### config.mk
export PLATFORM = sky130hd
export DESIGN_NAME = gyro_rate_integrator_flat
export DESIGN_NICKNAME = d
export VERILOG_FILES = /design/src/rtl/gyro_pkg.sv /design/src/rtl/gyro_rate_integrator_if.sv /design/src/rtl/gyro_axis_path.sv /design/src/rtl/gyro_rate_integrator.sv /design/src/flat_wrapper.sv
export SDC_FILE = /design/constraint.sdc
export NUM_CORES = 1
export LEC_CHECK = 0
export BUFFER_PORTS_ARGS = -buffer_cell sky130_fd_sc_hd__buf_2
export CAP_MARGIN = 20
export CORE_MARGIN = 2
export CORE_UTILIZATION = 46
export CTS_CLUSTER_SIZE = 16
export DETAILED_ROUTE_END_ITERATION = 8
export GPL_TIMING_DRIVEN = 1
export SYNTH_ARGS = -nofsm -noshare
export SYNTH_HDL_FRONTEND = slang
export SYNTH_SLANG_ARGS = --single-unit
export TNS_END_PERCENT = 5
### constraint.sdc
create_clock -name clk -period 8.7 [get_ports clk]
set_input_delay 0.435 -clock clk [delete_from_list [all_inputs] [get_ports clk]]
set_output_delay 0.435 -clock clk [all_outputs]
set_load 0.03 [all_outputs]
### src/rtl/gyro_pkg.sv
// Shared definitions for the gyro rate integrator: the state encoding,
// the rate clamp limits and the byte-order fix for the controller words.
package gyro_pkg;

  typedef enum logic {
    CALIB = 1'b0,
    RUN   = 1'b1
  } gyro_state_t;

  localparam logic signed [15:0] RATE_MAX = 16'sh7FFF;
  localparam logic signed [15:0] RATE_MIN = 16'sh8000;

  // The controller hands each word over with its low byte in the upper half.
  function automatic logic [15:0] swap_bytes(input logic [15:0] w);
    return {w[7:0], w[15:8]};
  endfunction

endpackage

### src/rtl/gyro_rate_integrator_if.sv
// Reader-side port bundle of the gyro rate integrator: results, status and the
// valid/ack handshake, plus the FSM state for observation.
interface gyro_rate_integrator_if #(
  parameter int ACC_W = 32
) ();
  import gyro_pkg::*;

  logic signed [15:0]      rate_x;
  logic signed [15:0]      rate_y;
  logic signed [15:0]      rate_z;
  logic signed [ACC_W-1:0] angle_x;
  logic signed [ACC_W-1:0] angle_y;
  logic signed [ACC_W-1:0] angle_z;
  logic                    cal_done;
  logic                    data_valid;
  logic                    overrun;
  logic                    data_ack;
  gyro_state_t             dbg_state;

  // Handshake: data_valid rises on the cycle a new result lands in the angle
  // registers and holds until the reader returns a one-cycle data_ack while it
  // is high. An ack with data_valid low has no effect. A new result landing
  // while data_valid is high and not acknowledged that cycle sets the sticky
  // overrun flag and replaces the data.
  modport master (
    output rate_x, rate_y, rate_z,
    output angle_x, angle_y, angle_z,
    output cal_done, data_valid, overrun, dbg_state,
    input  data_ack
  );

  modport slave (
    input  rate_x, rate_y, rate_z,
    input  angle_x, angle_y, angle_z,
    input  cal_done, data_valid, overrun, dbg_state,
    output data_ack
  );

endinterface

### src/rtl/gyro_axis_path.sv
// One gyro axis: calibration sum and bias, bias-removed saturated rate
// (stage 1) and the wrapping angle accumulator (stage 2).
module gyro_axis_path
  import gyro_pkg::*;
#(
  parameter int CAL_LOG2 = 4,
  parameter int ACC_W    = 32
) (
  input  logic                    clk,
  input  logic                    reset_n,
  input  logic                    clr,
  input  logic                    cal_acc,
  input  logic                    cal_fin,
  input  logic                    s1_go,
  input  logic                    s2_go,
  input  logic signed [15:0]      sample,
  output logic signed [15:0]      rate,
  output logic signed [ACC_W-1:0] angle
);

  localparam int SW = 16 + CAL_LOG2;

  logic signed [SW-1:0] sum_q;
  logic signed [SW-1:0] sum_nxt;
  logic signed [15:0]   bias_q;
  logic signed [16:0]   diff;
  logic signed [15:0]   rate_nxt;

  // The sum including the current sample feeds the bias on the final strobe.
  assign sum_nxt = sum_q + SW'(sample);
  assign diff    = 17'(sample) - 17'(bias_q);

  always_comb begin
    rate_nxt = diff[15:0];
    if (diff > 17'sd32767)
      rate_nxt = RATE_MAX;
    else if (diff < -17'sd32768)
      rate_nxt = RATE_MIN;
  end

  always_ff @(posedge clk or negedge reset_n) begin
    if (!reset_n) begin
      sum_q  <= '0;
      bias_q <= '0;
      rate   <= '0;
      angle  <= '0;
    end else if (clr) begin
      sum_q  <= '0;
      bias_q <= '0;
      rate   <= '0;
      angle  <= '0;
    end else begin
      if (cal_fin) begin
        bias_q <= 16'(sum_nxt >>> CAL_LOG2);
        sum_q  <= '0;
      end else if (cal_acc) begin
        sum_q <= sum_nxt;
      end
      if (s1_go)
        rate <= rate_nxt;
      if (s2_go)
        angle <= angle + ACC_W'(rate);
    end
  end

endmodule

### src/rtl/gyro_rate_integrator.sv
// Gyro rate integrator: strobe detect on the controller's read-enable level,
// start-up bias calibration, per-axis rate/angle paths and reader handshake.
module gyro_rate_integrator
  import gyro_pkg::*;
#(
  parameter int CAL_LOG2 = 4,
  parameter int ACC_W    = 32
) (
  input  logic                  clk,
  input  logic                  reset_n,
  input  logic [15:0]           gyro_x,
  input  logic [15:0]           gyro_y,
  input  logic [15:0]           gyro_z,
  input  logic                  arm_read_enable_g,
  input  logic                  cal_start,
  gyro_rate_integrator_if.master rd
);

  gyro_state_t         state_q, state_d;
  logic                en_d;
  logic                s1_q;
  logic                dv_q;
  logic                ovr_q;
  logic [CAL_LOG2-1:0] cal_cnt_q;

  logic strobe, cal_acc, cal_fin, s1_go, s2_go;

  // cal_start overrides every sample or completion in the same cycle.
  assign strobe  = arm_read_enable_g & ~en_d;
  assign cal_acc = (state_q == CALIB) & strobe & ~cal_start;
  assign cal_fin = cal_acc & (&cal_cnt_q);
  assign s1_go   = (state_q == RUN) & strobe & ~cal_start;
  assign s2_go   = s1_q & ~cal_start;

  always_comb begin
    state_d = state_q;
    if (cal_start)
      state_d = CALIB;
    else if (cal_fin)
      state_d = RUN;
  end

  always_ff @(posedge clk or negedge reset_n) begin
    if (!reset_n) begin
      state_q   <= CALIB;
      en_d      <= 1'b0;
      s1_q      <= 1'b0;
      dv_q      <= 1'b0;
      ovr_q     <= 1'b0;
      cal_cnt_q <= '0;
    end else begin
      state_q <= state_d;
      en_d    <= arm_read_enable_g;
      s1_q    <= s1_go;
      if (cal_start || cal_fin)
        cal_cnt_q <= '0;
      else if (cal_acc)
        cal_cnt_q <= cal_cnt_q + 1'b1;
      if (cal_start)
        dv_q <= 1'b0;
      else if (s2_go)
        dv_q <= 1'b1;
      else if (rd.data_ack)
        dv_q <= 1'b0;
      if (cal_start)
        ovr_q <= 1'b0;
      else if (s2_go && dv_q && !rd.data_ack)
        ovr_q <= 1'b1;
    end
  end

  assign rd.cal_done   = (state_q == RUN);
  assign rd.data_valid = dv_q;
  assign rd.overrun    = ovr_q;
  assign rd.dbg_state  = state_q;

  gyro_axis_path #(.CAL_LOG2(CAL_LOG2), .ACC_W(ACC_W)) u_axis_x (
    .clk(clk), .reset_n(reset_n), .clr(cal_start), .cal_acc(cal_acc), .cal_fin(cal_fin),
    .s1_go(s1_go), .s2_go(s2_go), .sample(signed'(swap_bytes(gyro_x))),
    .rate(rd.rate_x), .angle(rd.angle_x)
  );

  gyro_axis_path #(.CAL_LOG2(CAL_LOG2), .ACC_W(ACC_W)) u_axis_y (
    .clk(clk), .reset_n(reset_n), .clr(cal_start), .cal_acc(cal_acc), .cal_fin(cal_fin),
    .s1_go(s1_go), .s2_go(s2_go), .sample(signed'(swap_bytes(gyro_y))),
    .rate(rd.rate_y), .angle(rd.angle_y)
  );

  gyro_axis_path #(.CAL_LOG2(CAL_LOG2), .ACC_W(ACC_W)) u_axis_z (
    .clk(clk), .reset_n(reset_n), .clr(cal_start), .cal_acc(cal_acc), .cal_fin(cal_fin),
    .s1_go(s1_go), .s2_go(s2_go), .sample(signed'(swap_bytes(gyro_z))),
    .rate(rd.rate_z), .angle(rd.angle_z)
  );

endmodule

### src/flat_wrapper.sv
// flat-port wrapper written by rule: the top's interface ports become plain ports
module gyro_rate_integrator_flat import gyro_pkg::*;
#(
  parameter int CAL_LOG2 = 4,
  parameter int ACC_W    = 32
)
  (clk, reset_n, gyro_x, gyro_y, gyro_z, arm_read_enable_g, cal_start, rd_rate_x, rd_rate_y, rd_rate_z, rd_angle_x, rd_angle_y, rd_angle_z, rd_cal_done, rd_data_valid, rd_overrun, rd_dbg_state, rd_data_ack);
  gyro_rate_integrator_if #(.ACC_W(ACC_W)) rd_i ();
  input  logic clk;
  input  logic reset_n;
  input  logic [15:0] gyro_x;
  input  logic [15:0] gyro_y;
  input  logic [15:0] gyro_z;
  input  logic arm_read_enable_g;
  input  logic cal_start;
  output wire logic [$bits(rd_i.rate_x)-1:0] rd_rate_x;
  output wire logic [$bits(rd_i.rate_y)-1:0] rd_rate_y;
  output wire logic [$bits(rd_i.rate_z)-1:0] rd_rate_z;
  output wire logic [$bits(rd_i.angle_x)-1:0] rd_angle_x;
  output wire logic [$bits(rd_i.angle_y)-1:0] rd_angle_y;
  output wire logic [$bits(rd_i.angle_z)-1:0] rd_angle_z;
  output wire logic [$bits(rd_i.cal_done)-1:0] rd_cal_done;
  output wire logic [$bits(rd_i.data_valid)-1:0] rd_data_valid;
  output wire logic [$bits(rd_i.overrun)-1:0] rd_overrun;
  output wire logic [$bits(rd_i.dbg_state)-1:0] rd_dbg_state;
  input wire logic [$bits(rd_i.data_ack)-1:0] rd_data_ack;
  assign rd_rate_x = rd_i.rate_x;
  assign rd_rate_y = rd_i.rate_y;
  assign rd_rate_z = rd_i.rate_z;
  assign rd_angle_x = rd_i.angle_x;
  assign rd_angle_y = rd_i.angle_y;
  assign rd_angle_z = rd_i.angle_z;
  assign rd_cal_done = rd_i.cal_done;
  assign rd_data_valid = rd_i.data_valid;
  assign rd_overrun = rd_i.overrun;
  assign rd_dbg_state = rd_i.dbg_state;
  assign rd_i.data_ack = rd_data_ack;
  gyro_rate_integrator #(.CAL_LOG2(CAL_LOG2), .ACC_W(ACC_W)) u_core (.clk(clk), .reset_n(reset_n), .gyro_x(gyro_x), .gyro_y(gyro_y), .gyro_z(gyro_z), .arm_read_enable_g(arm_read_enable_g), .cal_start(cal_start), .rd(rd_i));
endmodule
# [After elaboration in Yosys (flattened, before gate mapping)]
# Index checks and enable logic that the tools add are counted.
[word_totals] reg_bits=261 output_inout_bits=148 in_bits=53
[op_classes] n_addsub=10 bitwise=10 n_lt_le_gt_ge=6 n_mux=42 reduce_logical=12
[ops] op="$mux W16" n=18
[ops] op="$mux W32" n=6
[ops] op="$mux W20" n=9
[ops] op="$add A32 B16 Y32" n=3
[ops] op="$add A20 B16 Y20" n=3
[ops] op="$gt A17 B16 Y1 const B" n=3
[ops] op="$lt A17 B16 Y1 const B" n=3
[ops] op="$sub A16 B16 Y17" n=3
[ops] op="$reduce_bool A2 Y1" n=5
[ops] op="$mux W4" n=2
[ops] op="$and A1 B1 Y1" n=7
[ops] op="$mux W1" n=7
[ops] op="$reduce_bool A3 Y1" n=2
[ops] op="$add A4 B1 Y4 const B" n=1
[ops] op="$reduce_and A4 Y1" n=1
[ops] op="$not A1 Y1" n=3
[ops] op="$logic_and A1 B1 Y1" n=2
[ops] op="$logic_not A1 Y1" n=1
[ops] op="$logic_or A1 B1 Y1" n=1

# [Longest topological paths before layout]
# Gate-level depths: netlist of the first run.
[depth] ltp_word=7 mapped_depth=13

# [Modules after synthesis]
# Synthesis of the first run repeated with hierarchy kept, for this count alone.
[unflattened] hier_cells=2180 area_unflattened_um2=20155.6
[modules_own_cells] module="gyro_axis_path (u_core.u_axis_x ...)" area_per_inst_um2=6512.5 n_inst=2 cells_each=703 seq_area_each_um2=2102.0
[modules_own_cells] module="gyro_axis_path (u_core.u_axis_z)" area_per_inst_um2=6703.9 n_inst=1 cells_each=732 seq_area_each_um2=2102.0
[modules_own_cells] module="gyro_rate_integrator" area_per_inst_um2=426.7 n_inst=1 cells_each=42 seq_area_each_um2=225.2

# [Least setup slack after synthesis of the first run]
# OpenSTA, ideal clock, no wires.
[synth_timing] kind="register -> register" startpoint="register u_core.u_axis_y.rate[15]" endpoint="register u_core.u_axis_y.angle[31]" n_path_buf=1 period_less_slack_ns=3.328 required_ns=8.575 setup_slack_ns=5.372 setup_time_ns=0.125 t_arrival_ns=3.203 stages_incl_launch_ff=12 cell_sequence="dfrtp_1 ha_1 clkbuf_2 nand3_2 or2_0 or4_1 o211ai_2 a21oi_2 o22a_1 o21ai_0 o311a_1 mux2_4"
[synth_between] elab_chain_cells=3
[synth_lines] item="from (decl)" line="gyro_axis_path.sv:17" rtl="output logic signed [15:0] rate,"
[synth_lines] item="from (signal assigned)" line="gyro_axis_path.sv:60" rtl="rate <= rate_nxt;"
[synth_lines] item="$add A32 B16 Y32" line="gyro_axis_path.sv:62" rtl="angle <= angle + ACC_W'(rate);"
[synth_lines] item="$mux W32" line="gyro_axis_path.sv:61" rtl="if (s2_go)"
[synth_lines] item="$mux W32" line="gyro_axis_path.sv:47" rtl="end else if (clr) begin"
[synth_lines] item="to (signal assigned)" line="gyro_axis_path.sv:62"
[synth_lines] item="to (decl)" line="gyro_axis_path.sv:18" rtl="output logic signed [ACC_W-1:0] angle"
# No other way between the ends. The select of a mux whose other input is x is not followed.
# A chain may end at the register's enable or synchronous reset.

# [Final worst setup path of the first run]
[layout_timing] startpoint="register u_core.u_axis_x.rate[15]" endpoint="register u_core.u_axis_x.angle[26]"
[layout_between] elab_chain_cells=3
[layout_lines] item="from (decl)" line="gyro_axis_path.sv:17"
[layout_lines] item="from (signal assigned)" line="gyro_axis_path.sv:60"
[layout_lines] item="$add A32 B16 Y32" line="gyro_axis_path.sv:62"
[layout_lines] item="$mux W32" line="gyro_axis_path.sv:61"
[layout_lines] item="$mux W32" line="gyro_axis_path.sv:47"
[layout_lines] item="to (signal assigned)" line="gyro_axis_path.sv:62"
[layout_lines] item="to (decl)" line="gyro_axis_path.sv:18"
# No other way between the ends. The select of a mux whose other input is x is not followed.

==> results of run 1 <==
## power groups by stage
stage | Sequential (mW) | Combinational [mW] | Clock (mW)
floorplan | 1.27 | 0.312 | 0
global placement | 1.27 | 0.431 | 0
detailed placement | 1.27 | 0.438 | 0
CTS | 1.25 | 0.441 | 1.49
global route | 1.25 | 0.498 | 1.53
finish | 1.25 | 0.444 | 1.45
## logic make-up (layout without fill, tap and decap cells)
group / after synthesis / after routing / synth area share, %
flip-flops: 261 / 261 / 33.4
XOR/XNOR: 164 / 164 / 7.35
adder cells (fa/ha/maj): 208 / 208 / 13.7
AO/OA/AOI/OAI: 726 / 726 / 25.5
AND/OR/NAND/NOR: 606 / 606 / 14.1
buffers and inverters: 189 / 379 / 3.73
multiplexers: 44 / 44 / 2.30
## layout make-up
cell class | instances | share of cell area [%]
Timing Repair Buffer | 218 | 5.36
Clock inverter | 14 | 0.607
Inverter | 100 | 1.69
Multi-Input combinational cell | 1748 | 55.4
Tap cell | 539 | 3.03
Sequential cell | 261 | 29.4
Clock buffer | 47 | 4.60
## cell usage after synthesis, types with 5 or more instances
library cell and n:
a211oi_1 37, a22o_1 59, o21bai_1 25, o21a_1 29, buf_1 13, a31oi_1 23
o31ai_1 9, xnor2_1 111, and3_1 12, a22oi_1 12, fa_1 9, o31a_1 5
nor3b_1 5, o21ai_1 5, mux2i_1 39, or2_2 10, dfrtp_1 261, nor2b_1 26
nand4_1 17, nand3b_1 6, inv_1 100, a21o_1 76, and2_1 6, nand3_1 42
clkbuf_1 67, a211o_1 7, nor2_1 166, nor3_1 35, o21ai_0 112, o211ai_1 14
a21boi_0 9, a311oi_1 5, buf_2 6, a221o_1 27, nand2b_1 22, or3_1 16
xor2_1 53, ha_1 199, o41ai_1 7, a21oi_1 203, nand2_1 229
## layer usage
metal / global-route usage (%) / vias to the layer above / share of wire, %
li1: - / 8357 / -
met1: 34.4 / 8139 / 47
met2: 38.8 / 393 / 45
met3: 3.86 / 81 / 5.2
met4: 7.43 / 0 / 2.8
met5: 0 / - / 0
## layout by cell type, fill, tap and decap left out, drive strengths merged, types with 47 or more instances in the layout
cell type  synthesis  routed
dfrtp            261     261
a22o              59      59
xor2              53      53
buf               21     217
ha               199     199
clkbuf            68      47
nor2             166     166
xnor2            111     111
a21oi            205     205
nand2            229     229
o21ai            118     118
a21o              76      76
inv              100     101
## what timing repair did
item	CTS	global route
endpoints found under the hold margin	57	0
buffers inserted	0	0
hold buffers	1	0
## worst max path at each step
stage	start	to	slack (ns)
floorplan	u_core.u_axis_y.rate[15]$_DFFE_PN0P_	u_core.u_axis_y.angle[31]$_DFFE_PN0P_	5.37
detailed placement	gyro_y[8]	u_core.u_axis_y.rate[10]$_DFFE_PN0P_	4.90
finish	u_core.u_axis_x.rate[15]$_DFFE_PN0P_	u_core.u_axis_x.angle[26]$_DFFE_PN0P_	5.06
CTS	u_core.u_axis_x.rate[15]$_DFFE_PN0P_	u_core.u_axis_x.angle[26]$_DFFE_PN0P_	5.08
global placement	gyro_y[8]	u_core.u_axis_y.rate[2]$_DFFE_PN0P_	4.98
global route	u_core.u_axis_x.rate[15]$_DFFE_PN0P_	u_core.u_axis_x.angle[26]$_DFFE_PN0P_	4.86
## stage by stage
step	power (mW)	hold slack [ns]	instances	area, um^2	setup slack [ns]
after floorplan	1.58	0.139	2198	19600	5.37
after global placement	1.70	0.405	2861	21000	4.98
after detailed placement	1.71	0.408	2861	21000	4.90
after CTS	3.18	0.00893	2923	22200	5.08
after global routing	3.28	0.0158	2927	22300	4.86
final	3.15	0.0389	2927	22300	5.06
## worst max-delay path, cell delays in order (launching register included)
cell	delay, ns
dfrtp_1	0.81
ha_1	0.42
a21o_1	0.23
a211oi_2	0.28
or3b_2	0.50
o211ai_1	0.11
a31oi_1	0.11
o31ai_2	0.34
a21boi_0	0.16
or3_1	0.32
a32o_1	0.24
## registers in the layout (all words and copies together), names as in the netlist, 4 cells and up
register / cells
u_core.u_axis_x.angle: 32
u_core.u_axis_y.angle: 32
u_core.u_axis_z.angle: 32
u_core.u_axis_x.sum_q: 20
u_core.u_axis_y.sum_q: 20
u_core.u_axis_z.sum_q: 20
u_core.u_axis_x.bias_q: 16
u_core.u_axis_x.rate: 16
u_core.u_axis_y.bias_q: 16
u_core.u_axis_y.rate: 16
u_core.u_axis_z.bias_q: 16
u_core.u_axis_z.rate: 16
u_core.cal_cnt_q: 4
==> summary.md, run 1 <==
| Metric | Value |
|---|---|
| Status | `completed` |
| Syn. warnings | `0` |
| Reg2Reg Setup Slack | `5.06 ns` |
| Worst-case reg-to-reg path depth | `10` |
| Detailed Route WL | `54.4 mm` |
| Via/cell ratio | `5.80` |
| DR WL/cell | `18.6 um` |
| Row count | `75` |
| Vias in the first global route | `16200` |
| Clk sinks | `261` |
| CTS tree | `built` |
| Crit Path Category | `flop to flop` |
| Root Buffer | `clkbuf_16` |
| Reg2Reg Capture Point | `u_core.u_axis_x.angle[26]$_DFFE_PN0P_` |
| CP required | `9.12 ns` |
| Num CTS Buffers | `34` |
| FILL cells | `3906` |
| Cell area after synthesis | `19600 um^2` |
| Vias | `17000` |
| CP Launch Type | `flop` |
| GPL Wtd Cong | `0.884` |
| Clk slew on worst S/H paths | `0.06 ns` |
| DRC violations left | `0` |
| CTS Buffer Depth | `3` |
| Net count after synthesis | `2459` |
| Fin Setup TNS | `0 ns` |
| Main synth FF type | `dfrtp_1` |
| Minimum clock period | `3.64 ns` |
| Post-synth ARST share | `100%` |
| I/O pins | `201` |
| Clock Skews | `0.0154 ns` |
| Avg Cell Area, Syn | `8.90 um^2` |
| Dominant cells by area after synthesis | `dfrtp_1, ha_1, a21oi_1, xnor2_1, nand2_1` |
| Fraction of layout instances using a drive strength above 1 | `13.3%` |
| Crit. End Element | `flop` |
| Least-Margin Pin Slew | `0.965 ns` |
| Sw Pwr | `854 uW` |
| Yosys top cell area share | `33.4%` |
| Critical Path AT | `4.06 ns` |
| Max Fclk | `275 MHz` |
| Core area | `41900 um^2` |
| Global-route wire length before repair | `87.0 mm` |
| Hold_sp | `arm_read_enable_g` |
| Synth-to-layout area growth | `13.8%` |
| Post-synthesis sequential area ratio | `33.4%` |
| Largest net degree at the start of global routing | `78` |
| Final setup vio count | `0` |
| Initial Utilization | `46.6%` |
| Distinct cells, synth | `90` |
| Internal power | `2.30 mW` |
| Final Hold Fails | `0` |
| Total GRT Usage | `24.5%` |
| RR Startpoint | `u_core.u_axis_x.rate[15]$_DFFE_PN0P_` |
| Detail Route Antenna Nets | `0` |
| Hold EP | `u_core.en_d$_DFF_PN0_` |
| Worst-path fanout max | `22` |
| Worst hold stages | `1` |
| Grt ovf | `0` |
| Die W | `210 um` |
| Clock Latency Late Sink | `0.54 ns` |
| Tcrit/Tclk final | `41.8%` |
| Combinational Power Share | `14.1%` |
| Slew margin rel. | `35.6%` |
| Core Util, Final | `53.1%` |
| Yosys top cell by area | `dfrtp_1` |
| Die Footprint | `44200 um^2` |
| PD cells | `142 nW/um^2` |
| Die Ht | `210 um` |
| Initial antenna violation count | `0` |
| IO buf count | `200` |
| Inserted Diodes | `0` |
| Synthesis-stage register bit count | `261` |
| Multi-input logic area | `12300 um^2` |
| Drt pass-1 iters | `7` |
| FF/Latch Area | `6540 um^2` |
| P_leak | `10.9 nW` |
| PostCTS Resize Cnt | `0` |
| RSZ-0062 raised after global routing | `no` |
| Max Cap Viol | `0` |
| Sw Share | `27.1%` |
| Number of flops mapped to enable cells by yosys | `0` |
| Clock H-tree levels | `2` |
| Slew Limit Fails | `0` |
| Clock power share | `46.2%` |
| Initial drt markers | `929` |
| Reg power frac | `39.7%` |
| Cells after Synth | `2198` |
| Final nets | `2624` |
| Dpl hpwl | `40.2 mm` |
| Worst vdd ir | `0.000114 V` |
| Hold WC Path Type | `input port to flop` |
(Power assumes the default switching activity.)
==> run 2, diff against run 1 <==
--- a/config.mk
+++ b/config.mk
@@ -12,6 +12,7 @@
 export CTS_CLUSTER_SIZE = 16
 export DETAILED_ROUTE_END_ITERATION = 8
 export GPL_TIMING_DRIVEN = 1
+export PLACE_DENSITY = 0.67
 export SYNTH_ARGS = -nofsm -noshare
 export SYNTH_HDL_FRONTEND = slang
 export SYNTH_SLANG_ARGS = --single-unit
==> constraint.sdc (replaced) <==
create_clock -name clk -period 3.3 [get_ports clk]
set_input_delay 0.165 -clock clk [delete_from_list [all_inputs] [get_ports clk]]
set_output_delay 0.165 -clock clk [all_outputs]
set_load 0.03 [all_outputs]
==> run 2 against run 1 <==
Against the previous run:
- sequential share of layout area fell by 0.51 points
- critical path depth rose by 1
- fmax rose by 15%
- via count rose by 1.0%
==> summary.md, run 2 (synthesis gave the netlist of run 1 again) <==
| Metric | Value |
|---|---|
| Status | `completed` |
| Biggest regs | `u_core.u_axis_x.angle (32), u_core.u_axis_y.angle (32), u_core.u_axis_z.angle (32)` |
| Clock Latency Late Sink | `0.54 ns` |
| CP required | `3.71 ns` |
| Largest net degree at the start of global routing | `97` |
| Synth-to-layout area growth | `15.9%` |
| DR WL/cell | `18.6 um` |
| IO buf count | `200` |
| Hold WC Path Type | `input port to flop` |
| Final Instance Area | `22700 um^2` |
| Least-Margin Pin Slew | `0.820 ns` |
| Total GRT Usage | `24.9%` |
| DRC violations left | `0` |
| Tcrit/Tclk final | `95.8%` |
| Placed Instances | `2892` |
| Worst-path fanout max | `7` |
| Commonest non-fill, non-tap cell in the layout | `dfrtp_1` |
| Via/cell ratio | `5.79` |
| CTS tree | `built` |
| Die Footprint | `44200 um^2` |
| I/O pins | `201` |
| Initial Utilization | `46.6%` |
| Num CTS Buffers | `35` |
| Initial antenna violation count | `1` |
| Row count | `75` |
| Core Util, Final | `54.0%` |
| Worst vdd ir | `0.000391 V` |
| Slew Limit Fails | `0` |
| Die Ht | `210 um` |
| CTS Buffer Depth | `3` |
| M1 GR Usage | `33.7%` |
| Final setup vio count | `0` |
| Most used routing layer | `met2` |
| Die W | `210 um` |
| Slew margin rel. | `45.3%` |
| Minimum clock period | `3.16 ns` |
| Vias in the first global route | `16800` |
| Grt ovf | `0` |
| Clk slew on worst S/H paths | `0.06 ns` |
| RSZ-0062 raised after global routing | `yes` |
| Vias | `17100` |
| Crit. End Element | `flop` |
| CP Launch Type | `flop` |
| Detail Route Antenna Nets | `0` |
| Critical Path AT | `3.57 ns` |
| PD cells | `378 nW/um^2` |
| Dpl hpwl | `41.7 mm` |
| Final Hold Fails | `0` |
| Commonest cells after routing, fill and taps aside | `dfrtp_1, nand2_1, a21oi_1` |
| Final std cells w/o fill | `2960` |
| Clk sinks | `261` |
| GR Util met2 | `40.0%` |
| Max Cap Viol | `0` |
| Fraction of layout instances using a drive strength above 1 | `14.8%` |
| Global-route wire length before repair | `88.8 mm` |
| Clock H-tree levels | `2` |
| P_leak | `11.1 nW` |
| Initial drt markers | `828` |
| Detailed Route WL | `55.0 mm` |
| Final nets | `2658` |
| GPL Wtd Cong | `0.935` |
| Post-Place Cell Area | `21300 um^2` |
| Core area | `41900 um^2` |
| Clock Skews | `0.0160 ns` |
| Drt pass-1 iters | `5` |
| Max Fclk | `316 MHz` |
| Crit Path Category | `flop to flop` |
| Root Buffer | `clkbuf_16` |
| Met3 Use GR | `4.26%` |
==> run 2: critical path: stages, from the launching register on <==
cell and delay [ns]:
dfrtp_2 0.45, buf_4 0.18, ha_1 0.21, a21o_1 0.19, a211oi_2 0.22, or3b_2 0.50, o211ai_1 0.12, a31oi_1 0.10
o31ai_2 0.37, a21boi_1 0.13, or3_1 0.31, a32o_1 0.25
==> run 2: stage by stage <==
stage	power [mW]	hold slack [ns]	TNS [ns]	worst slack [ns]
after floorplan	4.17	-0.131	-0.0168	-0.0168
after global placement	4.50	0.242	0	0.0849
after detailed placement	4.53	0.257	0	0.0533
after CTS	8.66	0.0154	0	0.0295
after global routing	8.94	0.0575	-0.00411	-0.00411
final	8.56	0.0455	0	0.140
==> run 2: metal layers <==
metal / wire length [um] / share of wire [%] / up-vias
li1: - / - / 8423
met1: 25400 / 46 / 8204
met2: 24800 / 45 / 407
met3: 2920 / 5.3 / 105
met4: 1980 / 3.6 / 0
met5: 0 / 0 / -
==> run 2: path summary, 6_finish.rpt <==
kind                                                          to                                 start  depth (start not counted)  slack (ns)
hold / removal              u_core.u_axis_y.sum_q[0]$_DFFE_PN0P_                             gyro_y[8]                          3        0.05
min in group asynchronous   u_core.u_axis_z.sum_q[2]$_DFFE_PN0P_                               reset_n                          2        0.23
setup reg to reg           u_core.u_axis_x.angle[26]$_DFFE_PN0P_  u_core.u_axis_x.rate[15]$_DFFE_PN0P_                         11        0.14
max in group asynchronous   u_core.u_axis_y.angle[5]$_DFFE_PN0P_                               reset_n                          3        2.17
hold reg to reg             u_core.u_axis_z.sum_q[3]$_DFFE_PN0P_  u_core.u_axis_z.sum_q[3]$_DFFE_PN0P_                          2        0.48
setup / recovery           u_core.u_axis_x.angle[26]$_DFFE_PN0P_  u_core.u_axis_x.rate[15]$_DFFE_PN0P_                         11        0.14
==> run 2: where the power goes <==
group | leakage [nW] | internal (mW) | total (mW) | switching, mW
clock | 0.607 | 2.60 | 4.08 | 1.48
sequential | 3.61 | 3.26 | 3.30 | 0.0400
combinational | 6.86 | 0.473 | 1.18 | 0.712
==> run 2: final cells by class <==
cell class              instances  area [um^2]
diodes                          1         2.50
clock buffers                  45          996
flip-flops and latches        261         6540
inverters                     100          375
well taps                     539          674
repair buffers                251         1450
clock inverters                15          243
fillers                      3887        19300
multi-input cells            1748        12400
==> run 2: what timing repair did <==
item / in CTS / in global routing
setup endpoints to repair: 0 / 20
hold endpoints to repair: 97 / 0
gates resized for setup: 0 / 16
buffers inserted: 0 / 1
hold buffers: 5 / 0
==> run 3, diff against run 2 <==
--- a/config.mk
+++ b/config.mk
@@ -12,7 +12,8 @@
 export CTS_CLUSTER_SIZE = 16
 export DETAILED_ROUTE_END_ITERATION = 8
 export GPL_TIMING_DRIVEN = 1
-export PLACE_DENSITY = 0.67
+export PLACE_DENSITY = 0.69
+export REMOVE_ABC_BUFFERS = 1
 export SYNTH_ARGS = -nofsm -noshare
 export SYNTH_HDL_FRONTEND = slang
 export SYNTH_SLANG_ARGS = --single-unit
==> run 3 against run 2 <==
Against the previous run:
- sequential power about the same
- combinational power about the same
- design area down 0.56%
- first-iteration DRC count up 31%
- register-to-register slack about the same
- clock skew up 0.00089 ns
- fmax about the same
- worst setup slack worse by 0.0028 ns
- global-route usage down 0.34 points
- die area unchanged
- clock-buffer cell count up 4
- critical endpoint is now u_core.u_axis_y.angle[31]$_DFFE_PN0P_
- largest cell class unchanged
- largest power group unchanged
==> summary.md, run 3 (synthesis gave the netlist of run 1 again) <==
| Metric | Value |
|---|---|
| Worst-case reg-to-reg path depth | `10` |
| CP required | `3.72 ns` |
| Clock Skews | `0.0169 ns` |
| Fraction of layout instances using a drive strength above 1 | `14.7%` |
| Largest net degree at the start of global routing | `121` |
| Hold EP | `u_core.u_axis_z.sum_q[0]$_DFFE_PN0P_` |
| Clk slew on worst S/H paths | `0.06 ns` |
| Worst vdd ir | `0.000271 V` |
| Biggest regs | `u_core.u_axis_x.angle (32), u_core.u_axis_y.angle (32), u_core.u_axis_z.angle (32)` |
| Global-route wire length before repair | `87.9 mm` |
| Final nets | `2660` |
| Slowest cell on the critical path | `or4_1` |
| Clock Latency Late Sink | `0.55 ns` |
| Fin Setup TNS | `0 ns` |
| Initial Utilization | `46.6%` |
| CTS tree | `built` |
| Reg2Reg Setup Slack | `0.14 ns` |
| Commonest cells after routing, fill and taps aside | `dfrtp_1, nand2_1, a21oi_1` |
| Dpl hpwl | `40.3 mm` |
| Worst hold stages | `3` |
| Initial antenna violation count | `2` |
| Commonest non-fill, non-tap cell in the layout | `dfrtp_1` |
| Clock H-tree levels | `2` |
| CTS Buffer Depth | `3` |
| Total GRT Usage | `24.5%` |
| Grt ovf | `0` |
| Slew margin rel. | `31.5%` |
| Detailed Route WL | `54.4 mm` |
| Clk sinks | `261` |
| Initial drt markers | `1082` |
| Die Ht | `210 um` |
| Die W | `210 um` |
| Root Buffer | `clkbuf_16` |
| Max Fclk | `316 MHz` |
| Status | `completed` |
| RR Startpoint | `u_core.u_axis_y.rate[14]$_DFFE_PN0P_` |
| Tcrit/Tclk final | `95.8%` |
| Slew Limit Fails | `0` |
| GPL Wtd Cong | `0.916` |
| Least-Margin Pin Slew | `1.03 ns` |
| Max Cap Viol | `0` |
| Die Footprint | `44200 um^2` |
| Drt pass-1 iters | `5` |
| Buf+Inv Stages, Crit Path | `0` |
| Minimum clock period | `3.16 ns` |
| Vias | `17200` |
| Final Hold Fails | `0` |
| Via/cell ratio | `5.81` |
| Hold WS | `0.0117 ns` |
| Crit Path Category | `flop to flop` |
| Final setup vio count | `0` |
| CP Launch Type | `flop` |
| RSZ-0062 raised after global routing | `yes` |
| DR WL/cell | `18.4 um` |
| I/O pins | `201` |
| DRC violations left | `0` |
| P_leak | `11.0 nW` |
| Worst-path fanout max | `8` |
| Critical Path AT | `3.58 ns` |
| IO buf count | `200` |
| Core area | `41900 um^2` |
| Hold_sp | `gyro_z[8]` |
| FILL cells | `3828` |
| Crit. End Element | `flop` |
| Cell family with most CP delay | `compound AO/OA/AOI/OAI gates` |
| Core Util, Final | `53.7%` |
| Total Power | `8.23 mW` |
| Critical path's largest stage delay | `0.52 ns` |
| Num CTS Buffers | `35` |
| Crit path cell chain | `ha_1 > nand2_1 > or2_0 > or4_1 > o211ai_2 > a21oi_2 > o22a_1 > o21ai_0 > o311a_1 > mux2_4` |
| Vias in the first global route | `16800` |
| Row count | `75` |
| PD cells | `365 nW/um^2` |
| Hold WC Path Type | `input port to flop` |
| Synth-to-layout area growth | `15.2%` |
| Detail Route Antenna Nets | `0` |
| Reg2Reg Capture Point | `u_core.u_axis_y.angle[31]$_DFFE_PN0P_` |
-- run 3: cell count changes in the layout (fill, tap and decap cells not counted), sizes merged --
cell / change
buf: +2
bufinv: -5
clkbuf: +4
clkinv: -1
clkinvlp: -1
inv: +3
-- run 3: layout make-up --
type	count	area (um^2)	share of cell area (%)
Inverter	100	375	1.67
Clock inverter	11	91.3	0.405
Sequential cell	261	6540	29.0
Multi-Input combinational cell	1748	12400	54.9
Antenna cell	1	2.50	0.0111
Timing Repair Buffer	253	1470	6.54
Clock buffer	49	1020	4.52
Tap cell	539	674	2.99
-- run 3: layer usage --
layer,global-route usage (%),up-vias,wire [um]
met5,0,-,0
met4,9.90,0,1890
met3,2.85,95,2180
met2,38.6,388,24300
met1,34.5,8266,26100
li1,-,8448,-
-- run 3: worst register-to-register path: stages, from the launching register on --
cell	delay, ns
dfrtp_1	0.40
ha_1	0.44
nand2_1	0.13
or2_0	0.23
or4_1	0.52
o211ai_2	0.26
a21oi_2	0.13
o22a_1	0.23
o21ai_0	0.17
o311a_1	0.23
mux2_4	0.30
-- run 3: power breakdown --
group	switching, mW	total [mW]	internal, mW
sequential	0.0390	3.30	3.26
combinational	0.726	1.20	0.476
clock	1.49	3.72	2.23
total	2.26	8.23	5.97
-- run 3: how the worst max path moves through the flow --
stage	startpoint	to	slack [ns]	depth (start not counted)
floorplan	u_core.rd.cal_done$_DFFE_PN0N_	u_core.u_axis_y.sum_q[19]$_DFFE_PN0P_	-1.34	7
global placement	u_core.u_axis_y.angle[0]$_DFFE_PN0P_	u_core.u_axis_y.angle[30]$_DFFE_PN0P_	0.07	11
detailed placement	u_core.u_axis_y.angle[0]$_DFFE_PN0P_	u_core.u_axis_y.angle[30]$_DFFE_PN0P_	-0.04	11
CTS	u_core.u_axis_y.angle[0]$_DFFE_PN0P_	u_core.u_axis_y.angle[30]$_DFFE_PN0P_	0.09	11
global route	u_core.u_axis_y.angle[0]$_DFFE_PN0P_	u_core.u_axis_y.angle[30]$_DFFE_PN0P_	-0.07	11
finish	u_core.u_axis_y.rate[14]$_DFFE_PN0P_	u_core.u_axis_y.angle[31]$_DFFE_PN0P_	0.14	10
-- run 3: timing repair --
action                                 in CTS  in global routing
pin swaps                                   0                  4
resized for setup                           1                 12
endpoints found under the hold margin     120                  0
hold buffers                                5                  0
setup endpoints to repair                   2                 42
buffers inserted                            0                  3
-- run 3: per-stage QoR --
stage	std cells	area, um^2	worst slack [ns]
after floorplan	2109	19200	-1.34
final	2962	22500	0.137
after global routing	2962	22500	-0.0716
after detailed placement	2893	21300	-0.0390
after CTS	2958	22500	0.0863
after global placement	2893	21300	0.0721
